<file path="config.mk">
export PLATFORM = sky130hd
export DESIGN_NAME = lif_neuron_array
export DESIGN_NICKNAME = d
export VERILOG_FILES = /design/src/rtl/lif_neuron_array.sv
export SDC_FILE = /design/constraint.sdc
export NUM_CORES = 1
export LEC_CHECK = 0
export CAP_MARGIN = 5
export CORE_MARGIN = 2
export CORE_UTILIZATION = 55
export DETAILED_ROUTE_END_ITERATION = 6
export PLACE_DENSITY = 0.74
export SETUP_SLACK_MARGIN = 0.5
export SLEW_MARGIN = 10
export SYNTH_ARGS = -nofsm -noshare
export SYNTH_HDL_FRONTEND = slang
export SYNTH_SLANG_ARGS = --single-unit
</file>
<file path="constraint.sdc">
create_clock -name clk -period 5.2 [get_ports clk]
set_input_delay 1.04 -clock clk [delete_from_list [all_inputs] [get_ports clk]]
set_output_delay 1.04 -clock clk [all_outputs]
set_load 0.02 [all_outputs]
</file>
<file path="src/rtl/lif_neuron_array.sv">
// Array of leaky integrate-and-fire neurons sharing runtime-writable threshold, leak and refractory registers.
// Optional winner-take-all lateral inhibition is compiled in when LIF_INHIBIT_EN is defined.
module lif_neuron_array #(
    parameter int N_NEURONS  = 4,
    parameter int V_WIDTH    = 8,
    parameter int I_WIDTH    = 3,
    parameter int REF_WIDTH  = 8,
    parameter int THRESH_RST = 16,
    parameter int LEAK_RST   = 1,
    parameter int REF_RST    = 2
) (
    input  logic                         clk,
    input  logic                         rst_n,
    input  logic                         ena,
    input  logic [N_NEURONS*I_WIDTH-1:0] input_current,
    input  logic                         cfg_we,
    input  logic [1:0]                   cfg_addr,
    input  logic [V_WIDTH-1:0]           cfg_data,
    input  logic [2:0]                   mon_sel,
    output logic [N_NEURONS-1:0]         spike_out,
    output logic                         spike_any,
    output logic [V_WIDTH-1:0]           v_mon
);

    localparam int SW = V_WIDTH + 1;

    logic [V_WIDTH-1:0]   r_thr;
    logic [V_WIDTH-1:0]   r_leak;
    logic [REF_WIDTH-1:0] r_ref;
    logic [V_WIDTH-1:0]   r_v [N_NEURONS];
    logic [REF_WIDTH-1:0] r_r [N_NEURONS];
    logic [N_NEURONS-1:0] r_spike;
    logic                 r_spike_any;
    logic [V_WIDTH-1:0]   r_vmon;

    logic [V_WIDTH-1:0]   w_vnext [N_NEURONS];
    logic [V_WIDTH-1:0]   w_vupd  [N_NEURONS];
    logic [N_NEURONS-1:0] w_fire;
    logic [N_NEURONS-1:0] w_refr;
    logic [V_WIDTH-1:0]   w_vsel;

    // Integrate and leak at one extra bit, floor at zero, saturate at full scale.
    function automatic logic [V_WIDTH-1:0] leak_sat(
        input logic [V_WIDTH-1:0] v,
        input logic [I_WIDTH-1:0] i,
        input logic [V_WIDTH-1:0] leak
    );
        logic [SW-1:0] s;
        logic [SW-1:0] d;
        s = {1'b0, v} + SW'(i);
        if (s <= {1'b0, leak})
            d = '0;
        else
            d = s - {1'b0, leak};
        if (d[V_WIDTH])
            return {V_WIDTH{1'b1}};
        else
            return d[V_WIDTH-1:0];
    endfunction

    always_comb begin
        for (int k = 0; k < N_NEURONS; k++) begin
            w_refr[k]  = (r_r[k] != '0);
            w_vnext[k] = leak_sat(r_v[k], input_current[k*I_WIDTH +: I_WIDTH], r_leak);
            w_fire[k]  = !w_refr[k] && (r_thr != '0) && (w_vnext[k] >= r_thr);
        end
    end

    // Non-firing neurons either keep their integrated value or are suppressed by a winner.
    always_comb begin
        for (int k = 0; k < N_NEURONS; k++) begin
`ifdef LIF_INHIBIT_EN
            w_vupd[k] = (|w_fire) ? '0 : w_vnext[k];
`else
            w_vupd[k] = w_vnext[k];
`endif
        end
    end

    // Out-of-range selections fall through to zero.
    always_comb begin
        w_vsel = '0;
        for (int k = 0; k < N_NEURONS; k++) begin
            if (mon_sel == 3'(k))
                w_vsel = r_v[k];
        end
    end

    always_ff @(posedge clk or negedge rst_n) begin
        if (!rst_n) begin
            r_thr  <= V_WIDTH'(THRESH_RST);
            r_leak <= V_WIDTH'(LEAK_RST);
            r_ref  <= REF_WIDTH'(REF_RST);
        end else if (cfg_we) begin
            case (cfg_addr)
                2'd0:    r_thr  <= cfg_data;
                2'd1:    r_leak <= cfg_data;
                2'd2:    r_ref  <= cfg_data[REF_WIDTH-1:0];
                default: ;
            endcase
        end
    end

    always_ff @(posedge clk or negedge rst_n) begin
        if (!rst_n) begin
            for (int k = 0; k < N_NEURONS; k++) begin
                r_v[k] <= '0;
                r_r[k] <= '0;
            end
        end else if (ena) begin
            for (int k = 0; k < N_NEURONS; k++) begin
                if (w_refr[k]) begin
                    r_r[k] <= r_r[k] - 1'b1;
                    r_v[k] <= '0;
                end else if (w_fire[k]) begin
                    r_r[k] <= r_ref;
                    r_v[k] <= '0;
                end else begin
                    r_v[k] <= w_vupd[k];
                end
            end
        end
    end

    always_ff @(posedge clk or negedge rst_n) begin
        if (!rst_n) begin
            r_spike     <= '0;
            r_spike_any <= 1'b0;
            r_vmon      <= '0;
        end else begin
            r_spike     <= ena ? w_fire : '0;
            r_spike_any <= ena && (|w_fire);
            r_vmon      <= w_vsel;
        end
    end

    assign spike_out = r_spike;
    assign spike_any = r_spike_any;
    assign v_mon     = r_vmon;

endmodule

</file>
==> flow_metrics.env, run 1 <==
export IMPL_hold_viol_final=0
export IMPL_grt_pass1_vias=7776
export IMPL_yosysWarnings=0
export IMPL_period_minus_slack_ns=5.07
export IMPL_yosysTopAreaCell="dfrtp_1"
export IMPL_syn_area_um2=7930
export IMPL_io_buffers=41
export IMPL_setup_ws_ns=0.132
export IMPL_yosysMostFrequentCell="dfrtp_1"
export IMPL_grt_pass1_wl_um=40400
export IMPL_worst_pin_slew_ns=1.22
export IMPL_routed_wl_um=28100
export IMPL_drc_errors=0
export IMPL_arrival_ns=5.36
export IMPL_min_path_type="flip-flop to flip-flop"
export IMPL_cts_clk_slew_worst_paths_ns=0.07
export IMPL_design_area_um2=11600
export IMPL_max_freq_ghz=0.197
export IMPL_dpl_worst_slack_ns=-0.675
export IMPL_path_max_fanout=8
export IMPL_wl_per_cell_um=22.3
export IMPL_reg2reg_from="r_v[16]$_DFFE_PN0P_"
export IMPL_min_from="r_r[31]$_DFFE_PN0P_"
export IMPL_cp_required_ns=5.49
export IMPL_cts_tree="yes"
export IMPL_cts_sinks=101
export IMPL_grt_overflow_total=0
export IMPL_htreeDepth=3
export IMPL_ys_seq_elements=101
export IMPL_core_um2=14000
export IMPL_drive_gt1_frac=0.432
export IMPL_post_route_period_util=0.975
export IMPL_cap_violations=0
export IMPL_dp_cells=1185
export IMPL_r2r_end="r_v[23]$_DFFE_PN0P_"
export IMPL_hold_buffers=0
export IMPL_gp_congestion=0.943
export IMPL_critPathKind="input pin to flip-flop"
export IMPL_cts_root_buf="clkbuf_16"
export IMPL_rows=43
export IMPL_ant_nets=0
export IMPL_p_leak_nw=5.29
export IMPL_ys_top_cells_by_count="dfrtp_1 (98), nor2_1 (93), ha_1 (81)"
export IMPL_via_count=7966
export IMPL_whs_path_depth=1
export IMPL_via_per_inst=6.30
export IMPL_slew_viol_final=0
export IMPL_place_area_um2=9860
export IMPL_drt_iter0_markers=668
export IMPL_p_per_area_nw_per_um2=296
export IMPL_cts_buffers=9
export IMPL_die_y_um=124
export IMPL_drt_pass1_iterations=6
export IMPL_ys_types=78
export IMPL_clock_latency_ns=0.36
export IMPL_hold_end="r_r[31]$_DFFE_PN0P_"
export IMPL_synth_edff_count=0
export IMPL_track_usage=0.351
export IMPL_avgSynthCellArea_um2=9.33
export IMPL_end_kind="flip-flop"
export IMPL_setup_violations=0
export IMPL_final_cells=1264
export IMPL_ys_top_cells_by_area="dfrtp_1 (31%), ha_1 (13%), nor2_1 (4.4%)"
export IMPL_antenna_found_initial=0
export IMPL_syn_nets=968
export IMPL_synthArstFlopShare=1.00
export IMPL_area_growth_syn_to_layout_pct=46.8
export IMPL_relSlewSlack=0.183
export IMPL_reg2reg_depth=22
export IMPL_startpoint_type="input pin"
export IMPL_synthCells=850
export IMPL_final_nets=1197
export IMPL_grt_max_degree=61
export IMPL_status="completed"
export IMPL_antenna_cells=0
export IMPL_vdd_ir_drop_max_mv=0.247
export IMPL_skew_ns=0.00819
export IMPL_dp_hpwl_um=18200
export IMPL_yosysSeqAreaShare=0.319
export IMPL_die_w_um=124
export IMPL_synth_ff_type="dfrtp_1"
export IMPL_fp_dieArea_um2=15400
export IMPL_synth_top_area_frac=0.309
export IMPL_cts_path_max_buffers=2
export IMPL_rsz0062_at_grt="yes"
export IMPL_pin_count=42
export IMPL_r2r_slack_ns=0.31
export IMPL_initial_core_util=0.567
## worst max path at each step
stage	depth (start not counted)	slack, ns	startpoint	to
finish	23	0.13	input_current[3]	r_v[23]$_DFFE_PN0P_
global route	23	-0.06	input_current[3]	r_v[23]$_DFFE_PN0P_
CTS	23	0.26	input_current[3]	r_v[23]$_DFFE_PN0P_
detailed placement	23	-0.68	input_current[3]	r_v[23]$_DFFE_PN0P_
global placement	24	-0.54	input_current[3]	r_v[18]$_DFFE_PN0P_
floorplan	22	-0.03	input_current[3]	r_v[16]$_DFFE_PN0P_
## cells by family (layout without fill, tap and decap cells)
kind of cell,Yosys count,count (layout),share of synthesized area
buffers and inverters,75,308,0.0390
AO/OA/AOI/OAI,223,224,0.210
flip-flops,101,101,0.319
XOR/XNOR,48,48,0.0530
multiplexers,29,29,0.0524
AND/OR/NAND/NOR,285,285,0.179
adder cells (fa/ha/maj),89,89,0.148
## through the flow
stage | utilization | hold WS, ns | setup TNS (ns) | total power [mW]
finish | 0.832 | 0.507 | 0 | 3.45
global route | 0.832 | 0.527 | -0.433 | 3.61
detailed placement | 0.705 | 0.493 | -32.77 | 2.35
global placement | 0.705 | 0.487 | -25.10 | 2.30
floorplan | - | 0.468 | -0.212 | 1.87
CTS | 0.773 | 0.509 | 0 | 3.17
## state kept, by name (all words and copies together), names as in the netlist
register   count
r_v           32
spike_any      1
r_leak         8
v_mon          8
r_r           32
spike_out      4
r_thr          8
r_ref          8
## final cells by class
cell class                      count  area (µm²)
Multi-Input combinational cell    675        6340
Clock buffer                        9         225
Sequential cell                   101        2530
Timing Repair Buffer              236        2030
Tap cell                          180         225
Clock inverter                      7        80.1
Inverter                           56         210
Fill cell                         761        2350
## worst max-delay path: stages
cell and delay, ns:
buf_8 0.07, ha_4 0.13, inv_2 0.03, fa_2 0.34
nor2b_2 0.12, o21a_1 0.14, nand3_1 0.10, xnor2_1 0.16
ha_1 0.34, nand4_1 0.14, buf_4 0.16, or3_4 0.34
nand2_2 0.10, o211a_4 0.21, or2_4 0.14, ha_4 0.18
nand2b_4 0.15, a2111oi_4 0.34, o31ai_2 0.12, and2_4 0.16
or4b_4 0.53, buf_12 0.17, o2bb2ai_4 0.13
## where the power goes
| group | total (mW) | internal (mW) | switching (mW) | leakage [nW] |
|---|---|---|---|---|
| Sequential | 1.15 | 0.936 | 0.209 | 1.30 |
| Clock | 0.712 | 0.380 | 0.331 | 0.148 |
| Combinational | 1.59 | 0.730 | 0.858 | 3.84 |
## timing repair
item	4_1_cts	5_1_grt
pin swaps	98	99
setup buffers	34	27
endpoints found under the hold margin	0	0
setup endpoints to repair	69	68
gates cloned	1	1
gates resized for setup	129	136
## layout by cell type, fill, tap and decap left out, types with 12 or more instances in the layout
master	instances
a21o_1	22
a21oi_1	24
a21oi_2	16
a31oi_1	13
buf_4	161
buf_6	35
clkdlybuf4s50_1	28
dfrtp_1	98
ha_1	60
ha_4	18
inv_1	49
mux2_2	18
nand2_1	46
nand2b_1	12
nand3_1	23
nor2_1	59
nor2_2	18
nor2_4	16
nor2b_1	14
nor3_1	15
o21ai_0	23
o2bb2ai_2	18
xnor2_1	29
xor2_1	13
## metal layers
| layer | vias to the layer above | GRT usage | wire (µm) |
|---|---|---|---|
| li1 | 3560 | - | - |
| met3 | 128 | 0.0586 | 1970 |
| met1 | 3882 | 0.441 | 11000 |
| met2 | 396 | 0.582 | 13500 |
| met4 | 0 | 0.178 | 1670 |
| met5 | - | 0 | 0 |
Note: power is estimated with default switching activity, not from simulation.
==> run 2, diff against run 1 <==
- CELL_PAD_IN_SITES_DETAIL_PLACEMENT: unset -> 0
- CELL_PAD_IN_SITES_GLOBAL_PLACEMENT: unset -> 1
- CORE_UTILIZATION: 55 -> 43
- GPL_ROUTABILITY_DRIVEN: unset -> 0
==> run 2 against run 1 <==
  * Worst hold slack improved by 0.00079 ns
  * Final cell count rose by 2.5%
  * Sequential cell count did not move
  * Wire length fell by 7.0%
  * Combinational power fell by 6%
  * Via count fell by 6.1%
  * Clock power rose by 2%
  * Die area rose by 27%
  * Critical path type unchanged
  * Critical endpoint is now r_v[21]$_DFFE_PN0P_
  * Largest cell class unchanged
  * Largest power group unchanged
==> flow_metrics.env, run 2 (synthesis gave the netlist of run 1 again) <==
export IMPL_drive_gt1_frac=0.424
export IMPL_p_sw_mw=1.34
export IMPL_min_path_type="flip-flop to flip-flop"
export IMPL_die_y_um=140
export IMPL_largest_registers="r_r: 32 flops, r_v: 32 flops"
export IMPL_skew_ns=0.00920
export IMPL_final_util=0.636
export IMPL_relSlewSlack=0.155
export IMPL_max_freq_ghz=0.202
export IMPL_hold_buffers=0
export IMPL_swShare=0.398
export IMPL_routed_wl_um=26200
export IMPL_worst_hold_slack_ns=0.508
export IMPL_p_int_mw=2.02
export IMPL_wl_per_cell_um=20.2
export IMPL_initial_core_util=0.440
export IMPL_cts_path_max_buffers=2
export IMPL_cts_buffers=9
export IMPL_post_route_period_util=0.952
export IMPL_die_w_um=140
export IMPL_cts_sinks=101
export IMPL_cts_clk_slew_worst_paths_ns=0.07
export IMPL_p_comb_frac=0.446
export IMPL_slew_viol_final=0
export IMPL_critPathKind="input pin to flip-flop"
export IMPL_seqPwrFrac=0.337
export IMPL_cts_tree="yes"
export IMPL_via_per_inst=5.77
export IMPL_io_buffers=41
export IMPL_drc_errors=0
export IMPL_final_common_cell="buf_4"
export IMPL_via_count=7479
export IMPL_final_cell_mix="buf_4 (153), dfrtp_1 (98), nor2_1 (59), ha_1 (59), nand2_1 (50)"
export IMPL_power_mw=3.36
export IMPL_cp_required_ns=5.48
export IMPL_pin_count=42
export IMPL_antenna_cells=0
export IMPL_fp_dieArea_um2=19600
export IMPL_arrival_ns=5.23
export IMPL_dp_hpwl_um=18600
export IMPL_dpl_worst_slack_ns=-0.775
export IMPL_grt_max_degree=71
export IMPL_status="completed"
export IMPL_worst_pin_slew_ns=1.26
export IMPL_reg2reg_depth=21
export IMPL_clock_latency_ns=0.36
export IMPL_setup_ws_ns=0.247
export IMPL_rows=49
export IMPL_final_nets=1180
export IMPL_p_per_area_nw_per_um2=293
export IMPL_startpoint_type="input pin"
export IMPL_setup_violations=0
export IMPL_drt_iter0_markers=516
export IMPL_antenna_found_initial=0
export IMPL_vdd_ir_drop_max_mv=0.187
export IMPL_rsz0062_at_grt="yes"
export IMPL_cts_root_buf="clkbuf_16"
export IMPL_path_max_fanout=8
export IMPL_grt_overflow_total=0
export IMPL_pwr_share_clk=0.217
export IMPL_track_usage=0.262
export IMPL_ant_nets=0
export IMPL_period_minus_slack_ns=4.95
export IMPL_core_um2=18000
export IMPL_htreeDepth=3
export IMPL_cap_violations=0
export IMPL_grt_pass1_vias=7665
export IMPL_grt_pass1_wl_um=40600
export IMPL_drt_pass1_iterations=4
export IMPL_hold_viol_final=0
export IMPL_p_leak_nw=5.15
export IMPL_area_growth_syn_to_layout_pct=44.5
export IMPL_whs_path_depth=1
export IMPL_end_kind="flip-flop"
==> run 2: changes by cell type in the layout (fill, tap and decap cells not counted), sizes merged <==
cell,change
clkbuf,-1
inv,-1
dlygate4sd2,-1
o21a,-1
buf,-16
clkdlybuf4s15,+3
==> run 2: worst paths after layout <==
kind | start | endpoint | slack [ns]
setup / recovery | input_current[3] | r_v[21]$_DFFE_PN0P_ | 0.25
hold / removal | r_leak[4]$_DFFE_PN0P_ | r_leak[4]$_DFFE_PN0P_ | 0.51
setup reg to reg | r_v[16]$_DFFE_PN0P_ | r_v[21]$_DFFE_PN0P_ | 0.47
hold reg to reg | r_leak[4]$_DFFE_PN0P_ | r_leak[4]$_DFFE_PN0P_ | 0.51
max in group asynchronous | rst_n | spike_any$_DFF_PN0_ | 3.37
min in group asynchronous | rst_n | v_mon[5]$_DFF_PN0_ | 0.80
==> run 2: per-layer routing <==
layer / vias up / track usage / part of all wire
met5: - / 0 / 0
met4: 0 / 0.0853 / 0.020
met2: 217 / 0.451 / 0.51
met1: 3717 / 0.340 / 0.43
li1: 3512 / - / -
met3: 33 / 0.0392 / 0.044
==> run 2: final cells by class <==
type	instances	area, µm²
fill	1427	6560
multi-input combinational	674	6250
sequential	101	2530
timing repair buffer	220	1870
tap	229	287
clock buffer	10	239
inverter	56	210
clock inverter	6	77.6
==> run 2: through the flow <==
stage / instance area [µm²] / instances / TNS [ns]
CTS: 10900 / 1274 / 0
global placement: 9890 / 1230 / -25.05
detailed placement: 9890 / 1230 / -31.40
floorplan: 8330 / 850 / -0.212
global route: 11500 / 1296 / -0.0536
finish: 11500 / 1296 / 0
==> run 2: timing repair <==
action | in CTS | in global routing
endpoints found under the hold margin | 0 | 0
pin swaps | 114 | 81
setup endpoints to repair | 69 | 68
gates cloned | 0 | 0
gates resized for setup | 150 | 92
setup buffers | 28 | 22
==> run 2: power by group through the flow <==
stage | Sequential, mW | Clock [mW] | Combinational (mW)
after CTS | 1.12 | 0.737 | 1.35
after floorplan | 1.06 | 0 | 0.809
final | 1.13 | 0.728 | 1.50
after global placement | 1.11 | 0 | 1.19
after detailed placement | 1.12 | 0 | 1.22
after global routing | 1.15 | 0.769 | 1.64
==> run 2: worst max-delay path, cell delays in order <==
cell       delay, ns
buf_8           0.07
ha_4            0.13
inv_2           0.03
fa_2            0.33
nor2b_1         0.12
o21a_1          0.14
nand3_1         0.09
xnor2_1         0.15
ha_1            0.34
buf_4           0.15
and4_1          0.23
a21oi_2         0.09
o211a_4         0.29
or2_4           0.24
ha_4            0.23
nand2b_4        0.14
a2111oi_4       0.35
o31ai_2         0.11
and2_4          0.15
or4b_4          0.52
buf_8           0.16
o2bb2ai_2       0.14
